--- config.mk ---
export PLATFORM = sky130hd
export DESIGN_NAME = perf_counter_reader_flat
export DESIGN_NICKNAME = d
export VERILOG_FILES = /design/src/rtl/perf_counter_reader_if.sv /design/src/rtl/perf_counter_reader.sv /design/src/flat_wrapper.sv
export SDC_FILE = /design/constraint.sdc
export NUM_CORES = 1
export LEC_CHECK = 0
export CAP_MARGIN = 20
export CORE_UTILIZATION = 60
export CTS_CLUSTER_DIAMETER = 80
export CTS_CLUSTER_SIZE = 8
export DETAILED_ROUTE_END_ITERATION = 10
export PLACE_DENSITY = 0.8
export SLEW_MARGIN = 40
export SYNTH_ARGS = -nofsm -noshare
export SYNTH_HDL_FRONTEND = slang
export SYNTH_SLANG_ARGS = --single-unit
export TNS_END_PERCENT = 1
--- constraint.sdc ---
create_clock -name clk -period 2.4 [get_ports clk]
set_clock_uncertainty 0.15 [all_clocks]
set_input_delay 0.6 -clock clk [delete_from_list [all_inputs] [get_ports clk]]
set_output_delay 0.6 -clock clk [all_outputs]
set_load 0.005 [all_outputs]
--- src/rtl/perf_counter_reader_if.sv ---
// Read port of the performance-counter block: request/address from the reader,
// one-cycle acknowledge and 32-bit data back from the counter block.
interface perf_counter_reader_if;
  logic        rd_req;
  logic [2:0]  rd_addr;
  logic        rd_ack;
  logic [31:0] rd_data;

  modport master (
    output rd_req,
    output rd_addr,
    input  rd_ack,
    input  rd_data
  );

  modport slave (
    input  rd_req,
    input  rd_addr,
    output rd_ack,
    output rd_data
  );
endinterface

--- src/rtl/perf_counter_reader.sv ---
// Cycle / retired-instruction counters fed by the commit stage, frozen on halt
// or run timeout, read through a fixed-latency request/acknowledge port.
// A read of address 0 latches both counters into a snapshot so that the wide
// values can be read back coherently over several 32-bit reads.
module perf_counter_reader #(
  parameter int CYC_W   = 40,
  parameter int INS_W   = 40,
  parameter int TIMEOUT = 100000
) (
  input  logic                  clk,
  input  logic                  rst_n,
  input  logic                  retire_v,
  input  logic                  halt,
  input  logic                  clr,
  perf_counter_reader_if.slave  rd_bus,
  output logic                  halted,
  output logic                  timed_out
);

  localparam logic [1:0] ST_RUN     = 2'd0;
  localparam logic [1:0] ST_HALTED  = 2'd1;
  localparam logic [1:0] ST_TIMEOUT = 2'd2;

  localparam bit              TO_EN   = (TIMEOUT != 0);
  localparam logic [CYC_W-1:0] TO_LAST = CYC_W'(TIMEOUT > 0 ? TIMEOUT - 1 : 0);

  logic [1:0]       state, state_nxt;
  logic [CYC_W-1:0] cyc_cnt, cyc_nxt;
  logic [INS_W-1:0] ins_cnt, ins_nxt;
  logic [CYC_W-1:0] snap_cyc;
  logic [INS_W-1:0] snap_ins;
  logic [31:0]      rd_word;
  logic             snap_take;

  // Next counter/state values: clr wins over everything, counting only in RUN,
  // and halt takes priority over a timeout landing on the same edge.
  always_comb begin
    state_nxt = state;
    cyc_nxt   = cyc_cnt;
    ins_nxt   = ins_cnt;
    if (clr) begin
      state_nxt = ST_RUN;
      cyc_nxt   = '0;
      ins_nxt   = '0;
    end else if (state == ST_RUN) begin
      cyc_nxt = cyc_cnt + 1'b1;
      if (retire_v) begin
        ins_nxt = ins_cnt + 1'b1;
      end
      if (halt) begin
        state_nxt = ST_HALTED;
      end else if (TO_EN && (cyc_cnt == TO_LAST)) begin
        state_nxt = ST_TIMEOUT;
      end
    end
  end

  // Counter and state registers, with halted/timed_out decoded from the next
  // state so they line up with the state register itself.
  always_ff @(posedge clk or negedge rst_n) begin
    if (!rst_n) begin
      state     <= ST_RUN;
      cyc_cnt   <= '0;
      ins_cnt   <= '0;
      halted    <= 1'b0;
      timed_out <= 1'b0;
    end else begin
      state     <= state_nxt;
      cyc_cnt   <= cyc_nxt;
      ins_cnt   <= ins_nxt;
      halted    <= (state_nxt == ST_HALTED);
      timed_out <= (state_nxt == ST_TIMEOUT);
    end
  end

  assign snap_take = rd_bus.rd_req && (rd_bus.rd_addr == 3'd0);

  // Snapshot capture on an address-0 read; takes the pre-edge counts, so a
  // read coinciding with clr still sees the values being cleared.
  always_ff @(posedge clk or negedge rst_n) begin
    if (!rst_n) begin
      snap_cyc <= '0;
      snap_ins <= '0;
    end else if (snap_take) begin
      snap_cyc <= cyc_cnt;
      snap_ins <= ins_cnt;
    end
  end

  // Read address decode; upper halves are zero-extended from the snapshot.
  always_comb begin
    rd_word = '0;
    case (rd_bus.rd_addr)
      3'd0:    rd_word = cyc_cnt[31:0];
      3'd1:    rd_word = 32'(snap_cyc >> 32);
      3'd2:    rd_word = snap_ins[31:0];
      3'd3:    rd_word = 32'(snap_ins >> 32);
      3'd4:    rd_word = {29'b0, timed_out, halted, (state == ST_RUN)};
      default: rd_word = '0;
    endcase
  end

  // Read response register: one ack per request, data held between reads.
  always_ff @(posedge clk or negedge rst_n) begin
    if (!rst_n) begin
      rd_bus.rd_ack  <= 1'b0;
      rd_bus.rd_data <= '0;
    end else begin
      rd_bus.rd_ack <= rd_bus.rd_req;
      if (rd_bus.rd_req) begin
        rd_bus.rd_data <= rd_word;
      end
    end
  end

endmodule

--- src/flat_wrapper.sv ---
// flat-port wrapper written by rule: the top's interface ports become plain ports
module perf_counter_reader_flat 
#(
  parameter int CYC_W   = 40,
  parameter int INS_W   = 40,
  parameter int TIMEOUT = 100000
)
  (clk, rst_n, retire_v, halt, clr, halted, timed_out, rd_bus_rd_req, rd_bus_rd_addr, rd_bus_rd_ack, rd_bus_rd_data);
  perf_counter_reader_if rd_bus_i ();
  input  logic clk;
  input  logic rst_n;
  input  logic retire_v;
  input  logic halt;
  input  logic clr;
  output logic halted;
  output logic timed_out;
  input wire logic [$bits(rd_bus_i.rd_req)-1:0] rd_bus_rd_req;
  input wire logic [$bits(rd_bus_i.rd_addr)-1:0] rd_bus_rd_addr;
  output wire logic [$bits(rd_bus_i.rd_ack)-1:0] rd_bus_rd_ack;
  output wire logic [$bits(rd_bus_i.rd_data)-1:0] rd_bus_rd_data;
  assign rd_bus_i.rd_req = rd_bus_rd_req;
  assign rd_bus_i.rd_addr = rd_bus_rd_addr;
  assign rd_bus_rd_ack = rd_bus_i.rd_ack;
  assign rd_bus_rd_data = rd_bus_i.rd_data;
  perf_counter_reader #(.CYC_W(CYC_W), .INS_W(INS_W), .TIMEOUT(TIMEOUT)) u_core (.clk(clk), .rst_n(rst_n), .retire_v(retire_v), .halt(halt), .clr(clr), .rd_bus(rd_bus_i), .halted(halted), .timed_out(timed_out));
endmodule
======== Word level (Yosys, flattened, before mapping) ========
Index checks and enable logic that the tools add are counted.
storage, ports and cells
  register bits ........................... 197
  input bits .............................. 9
  output and inout bits ................... 35
  logic and storage cells ................. 34
operators by class
  add/subtract/negate cells ............... 2
  equal/unequal tests ..................... 7
  multiplexer cells ....................... 10
  reductions and logical operators ........ 6
operators with widths
  kind                   count
  $mux 40                5
  $pmux 32 s5            1
  $add 40x1->40 const B  2
  $eq 40x17->1 const B   1
  $mux 2                 4
  $eq 3x2->1 const B     2
  $reduce_bool 2->1      2
  $eq 3x1->1 const B     1
  $eq 3x3->1 const B     1
  $logic_not 3->1        1
  $eq 2x1->1 const B     1
  $eq 2x2->1 const B     1
  $logic_not 2->1        1
  $reduce_and 2->1       1
  $logic_and 1x1->1      1

======== Depth between registers and ports, before layout ========
Gate-level depths: netlist (run 1).
  depth after elaboration ................. 6
  mapped depth ............................ 7
  depth with buffers taken out ............ 6

======== Worst setup path after synthesis (run 1) ========
No wires, ideal clock.
  kind .................................... input-to-reg
  from .................................... in rd_bus_rd_addr[2]
  to ...................................... reg u_core.snap_ins[19]
  library setup time ...................... 125 ps
  arrival ................................. 2,085 ps
  data required time ...................... 2,125 ps
  setup slack ............................. 40 ps
  stages .................................. 6
  path buffers ............................ 3
  path through ............................ clkbuf_1 > nor3_1 > and2_1 > buf_2 > buf_4 > mux2_2
between the ends
  word-level cells in the longest chain between the ends .. 2
ends and longest elaborated chain
  item                    RTL line                   RTL
  start: declaration      flat_wrapper.sv:18         input wire logic [$bits(rd_bus_i.rd_addr)-1:0] rd_bus_rd_addr;
  $logic_not 3->1         perf_counter_reader.sv:76  assign snap_take = rd_bus.rd_req && (rd_bus.rd_addr == 3'd0);
  $logic_and 1x1->1       perf_counter_reader.sv:76
  end signal: assignment  perf_counter_reader.sv:86  snap_ins <= ins_cnt;
  end: declaration        perf_counter_reader.sv:31  logic [INS_W-1:0] snap_ins;
Every way passes these cells.
A chain may end at the register's enable or synchronous reset.

======== Worst setup path after layout (run 1) ========
  from .................................... in retire_v
  to ...................................... reg u_core.ins_cnt[39]
between the ends
  word-level cells in the longest chain between the ends .. 2
ends and longest elaborated chain
  item                                RTL line                   RTL
  start: declaration                  flat_wrapper.sv:12         input logic retire_v;
  $reduce_bool 2->1 (no source line)  -
  $reduce_and 2->1 (no source line)   -
  end signal: assignment              perf_counter_reader.sv:70  ins_cnt <= ins_nxt;
  end: declaration                    perf_counter_reader.sv:29  logic [INS_W-1:0] ins_cnt, ins_nxt;
Every way passes these cells.

==> impl_metrics.toml, run 1 <==
[pwr]
leakage_nw = 3.91
vdd_drop_max_mv = 0.516
power_density_nw_per_um2 = 644

[yosys]
yosysUniqueCellTypes = 49
synth-seq-area-share = 0.527
syn_area_per_cell_sq_um = 10.6
syn_nets = 748
ys_warn_count = 0
synthTopCellsByArea = "dfrtp_1 53%, mux2_2 7.5%, xor2_1 4.6%, nor2_1 4.3%, xnor2_1 3.6%"
syn_area_sq_um = 7840
synth_top_cell_by_area = "dfrtp_1"
synth.top_cell.area_share = 0.527
syn_inst = 737
yosys_register_bits = 165

[layout]
fillers = 872
fin_nets = 804
area_growth_pct = 18.4
drive_above_1_share = 0.167
mostFrequentLayoutCell = "dfrtp_1"
fin_area_sq_um = 9280
final_cell_mix = "165 x dfrtp_1, 90 x nor2_1, 52 x mux2_2"
antennaDiodeCount = 0

[placement]
portBuffers = 43
post-place-ws_ps = -232
hpwl_um = 13400
placed_area_sq_um = 8650
place_congestion = 0.971

[timing]
worstMarginPinSlew_ps = 626
relSlewSlack = 0.577
slew_viol_final = 0
finalSetupTns_ps = 0
max_freq_mhz = 446
period_share = 0.934
fin_hold_ws_ps = -0.745
worst_slack_ps = 157
final-hold-violation-count = 1
setup_viol = 0
rsz0062_at_grt = "false"
finalCriticalPeriod_ps = 2240

[floorplanning]
rows = 41
die_w_um = 116
die_area_sq_um = 13500
ios = 44
coreArea_sq_um = 12700
start_util = 0.619
die_y_um = 116

[setup_path]
startpoint_type = "input port"
crit_required_ps = 2560
worstSetupPathType = "in -> reg"
r2r-start = "u_core.ins_cnt[13]"
cp.arrival_ps = 2400
critPathMaxFanout = 3
cp-startpoint = "retire_v"
end_kind = "register"
reg2regPathDepth = 5

[cts]
cts_num_sinks = 165
clockBufferDepth = 2
cts_buffers = 17
clk_latency_ps = 430
cts_tree = "yes"
cts.clk_slew.worst_paths_ps = 60
cts_htree_levels = 4
cts_root_buf = "clkbuf_16"

[detailed_routing]
routed_via_density = 6.13
vias = 5996
avgRoutedWirePerCell_um = 20.3
dr.pass1.iters = 5
totalWireLength_um = 19800
postRouteAntennaNets = 0
drc = 0
drtIter0Drc = 473

[grt]
grt_max_degree = 57
grt-ovfl-total = 0
grt_pass1_wl_um = 32200
grt_usage = 0.321
grt_pass1_vias = 6181
antenna_found_initial = 0

[status]
status = "finished with violations"
violations = "hold timing"

[min_path]
hold_path_class = "in -> async"

[job]
drv_cap = 0
-- timing repair --
item / in CTS / in global routing
hold endpoints to repair: 0 / 0
hold buffers: 0 / 0
setup endpoints to repair: 0 / 4
setup buffers: 0 / 0
gates resized for setup: 0 / 2
-- synthesized netlist by cell type, drive strengths merged --
cell type / count
nand2b: 1
nand2: 31
a22oi: 30
buf: 20
a21oi: 7
o21ai: 6
mux4: 5
ha: 2
nor2: 90
and2: 3
nand4: 27
clkbuf: 20
nor4: 24
o211ai: 2
xnor2: 32
and4b: 2
o2111a: 1
xor2: 41
nor4b: 2
or3: 8
and3: 9
a211o: 1
and4: 7
nand3: 35
dfrtp: 165
o22ai: 32
mux2: 52
inv: 47
a31oi: 1
or4: 1
a2111oi: 1
nor3: 18
o22a: 3
nor4bb: 1
or2: 2
nor2b: 4
o211a: 1
nor3b: 2
or3b: 1
-- final timing paths --
check	slack, ps	to
hold / removal	-0.7	u_core.rd_bus.rd_data[20]
min in group clk	330	u_core.ins_cnt[33]
max in group asynchronous	1420	u_core.cyc_cnt[36]
setup / recovery	160	u_core.ins_cnt[39]
setup reg to reg	160	u_core.ins_cnt[39]
hold reg to reg	360	u_core.snap_ins[26]
-- area by class of cell --
class / count / area, sq um / area share
timing repair buffer: 77 / 761 / 0.0820
inverter: 47 / 176 / 0.0190
tap: 172 / 215 / 0.0232
clock inverter: 9 / 149 / 0.0160
clock buffer: 23 / 478 / 0.0515
sequential: 165 / 4130 / 0.445
multi-input combinational: 485 / 3370 / 0.364
-- critical path, stage by stage --
cell and delay, ps:
clkdlybuf4s50_1 520, nor3b_4 210, o21ai_1 90, or3_1 410
nor3_1 220, mux2_2 350
-- cell families (layout without fill, tap and decap cells) --
kind of cell               after synthesis  after routing  synth area share
buffers and inverters                   87            156            0.0453
xor gates and xnor gates                73             73            0.0815
DFF                                    165            165             0.527
adders and majority gates                2              2           0.00319
muxes                                   57             57            0.0890
and+or+nand+nor                        268            268             0.181
AOI/OAI and AO/OA                       85             85            0.0736
-- per-layer routing --
metal / part of all wire / vias to the layer above / GRT usage
li1: - / 2712 / -
met1: 0.42 / 3033 / 0.420
met2: 0.49 / 202 / 0.511
met3: 0.058 / 49 / 0.0799
met4: 0.027 / 0 / 0.137
met5: 0 / - / 0
-- metrics by stage --
| step | hold WS, ps | cells | power [mW] | util |
|---|---|---|---|---|
| 2_1_floorplan | 154 | 737 | 2.99 | - |
| 6_report | -0.745 | 978 | 5.98 | 0.733 |
| 3_5_place_dp | 346 | 946 | 3.13 | 0.682 |
| 5_1_grt | 29.4 | 978 | 6.15 | 0.733 |
| 3_3_place_gp | 336 | 946 | 3.12 | 0.682 |
| 4_1_cts | 17.5 | 978 | 6.00 | 0.732 |
-- state kept, by name, indices dropped and copies added (netlist names) --
register,flops
u_core.halted,1
u_core.cyc_cnt,40
u_core.snap_cyc,8
u_core.snap_ins,40
u_core.rd_bus.rd_ack,1
u_core.state,2
u_core.ins_cnt,40
u_core.rd_bus.rd_data,32
u_core.timed_out,1
-- where the power goes --
group / internal, mW / switching, mW / total (mW)
combinational: 0.0925 / 0.174 / 0.266
clock: 1.82 / 1.07 / 2.89
sequential: 2.80 / 0.0213 / 2.82
Note: power is estimated with default switching activity, not from simulation.
==> run 2: changes to the inputs <==
CORE_UTILIZATION = 35   (was 60)
PLACE_DENSITY = not set   (was 0.8)
==> impl_metrics.toml, run 2 (synthesis results as in run 1) <==
[layout]
antennaDiodeCount = 0
area_growth_pct = 20.2
fin_area_sq_um = 9420
mostFrequentLayoutCell = "dfrtp_1"
layout.cells.non_filler = 1094
fin_util = 0.430
final_cell_mix = "165 x dfrtp_1, 90 x nor2_1, 52 x mux2_2"
top_regs = "u_core.cyc_cnt: 40 flops, u_core.ins_cnt: 40 flops, u_core.snap_ins: 40 flops"
drive_above_1_share = 0.174
fin_nets = 812

[setup_path]
critPathBufInv = 0
r2r-start = "u_core.ins_cnt[13]"
cp.arrival_ps = 2460
end_kind = "register"
critPathMaxFanout = 6
cp-startpoint = "u_core.ins_cnt[13]"
path_cells = "nand3_1, or2_1, or3_1, nor3_1, mux2_2"
worstSetupPathType = "reg -> reg"
reg2regPathDepth = 5
cp_slowest_stage_delay_ps = 450
crit_slowest_cell = "dfrtp_1"
worstSetupPathDepth = 5
startpoint_type = "register"
crit_required_ps = 2570
cp_top_family = "simple AND/OR/NAND/NOR gates"

[detailed_routing]
dr.pass1.iters = 5
drc = 0
routed_via_density = 5.24
vias = 5731
avgRoutedWirePerCell_um = 17.8
drtIter0Drc = 309
totalWireLength_um = 19500
postRouteAntennaNets = 0

[timing]
fin_hold_ws_ps = 324
finalCriticalPeriod_ps = 2290
period_share = 0.954
max_freq_mhz = 437
slew_viol_final = 0
rsz0062_at_grt = "false"
worstMarginPinSlew_ps = 691
relSlewSlack = 0.539
setup_viol = 0
final-hold-violation-count = 0

[cts]
cts_num_sinks = 165
cts.clk_slew.worst_paths_ps = 70
post_cts_buffers = 0
cts_tree = "yes"
cts_buffers = 17
cts_htree_levels = 4
clockBufferDepth = 2
cts_root_buf = "clkbuf_16"
clk_latency_ps = 430

[floorplanning]
rows = 54
die_y_um = 152
coreArea_sq_um = 21900
ios = 44
die_w_um = 152
die_area_sq_um = 23000
start_util = 0.358

[grt]
grt-ovfl-total = 0
grt_usage = 0.181
grt_max_degree = 63
grt_pass1_wl_um = 31100
antenna_found_initial = 0
grt_pass1_vias = 5528

[status]
status = "complete, no violations"

[pwr]
power_density_nw_per_um2 = 606
total_power_mw = 5.71
leakage_nw = 3.92
vdd_drop_max_mv = 0.365

[min_path]
hold_path_class = "in -> reg"
min_from = "clr"
holdPathStages = 2

[placement]
dp_cells = 1061
place_congestion = 0.841
portBuffers = 43
hpwl_um = 13700
placed_area_sq_um = 8850

[job]
drv_cap = 0
run 2: cell count changes in the layout (fill, tap and decap cells not counted), sizes merged:
cell,before,now
clkinvlp,0,2
clkbuf,23,24
bufinv,4,1
buf,36,43
dlygate4sd3,0,1
run 2: layout make-up:
cell class | count | area, sq um
fillers | 2067 | 12500
clock buffers | 24 | 492
multi-input cells | 485 | 3370
well taps | 280 | 350
inverters | 47 | 176
clock inverters | 8 | 73.8
repair buffers | 85 | 832
flip-flops and latches | 165 | 4130
run 2: where the power goes:
group	internal (mW)	leakage [nW]	switching [mW]
logic	0.0938	1.35	0.173
clock network	1.53	0.276	1.09
registers	2.80	2.30	0.0187
total	4.43	3.92	1.28
run 2: repair_timing:
| item | 4_1_cts | 5_1_grt |
|---|---|---|
| hold endpoints to repair | 42 | 0 |
| endpoints found under the setup margin | 0 | 1 |
| hold buffers | 1 | 0 |
| resized for setup | 0 | 1 |
run 2: path summary, 6_finish.rpt:
check,slack [ps],endpoint
worst max-delay path,110,u_core.ins_cnt[39]
worst min-delay path,320,u_core.ins_cnt[31]
worst max register to register,110,u_core.ins_cnt[39]
worst min register to register,350,u_core.snap_ins[34]
max in group asynchronous,940,u_core.snap_ins[32]
min in group asynchronous,520,u_core.rd_bus.rd_data[10]
run 2: per-layer routing:
| metal | routed length, um | track usage | part of all wire |
|---|---|---|---|
| met4 | 334 | 0.0688 | 0.017 |
| met5 | 0 | 0 | 0 |
| met1 | 9560 | 0.262 | 0.49 |
| met2 | 8910 | 0.268 | 0.46 |
| met3 | 658 | 0.0302 | 0.034 |
run 2: per-stage QoR:
stage / TNS (ps) / setup WS (ps)
2_1_floorplan: 0 / 40.4
3_3_place_gp: -1150 / -174
3_5_place_dp: -2510 / -286
4_1_cts: 0 / 101
5_1_grt: 0 / 38.6
6_report: 0 / 111
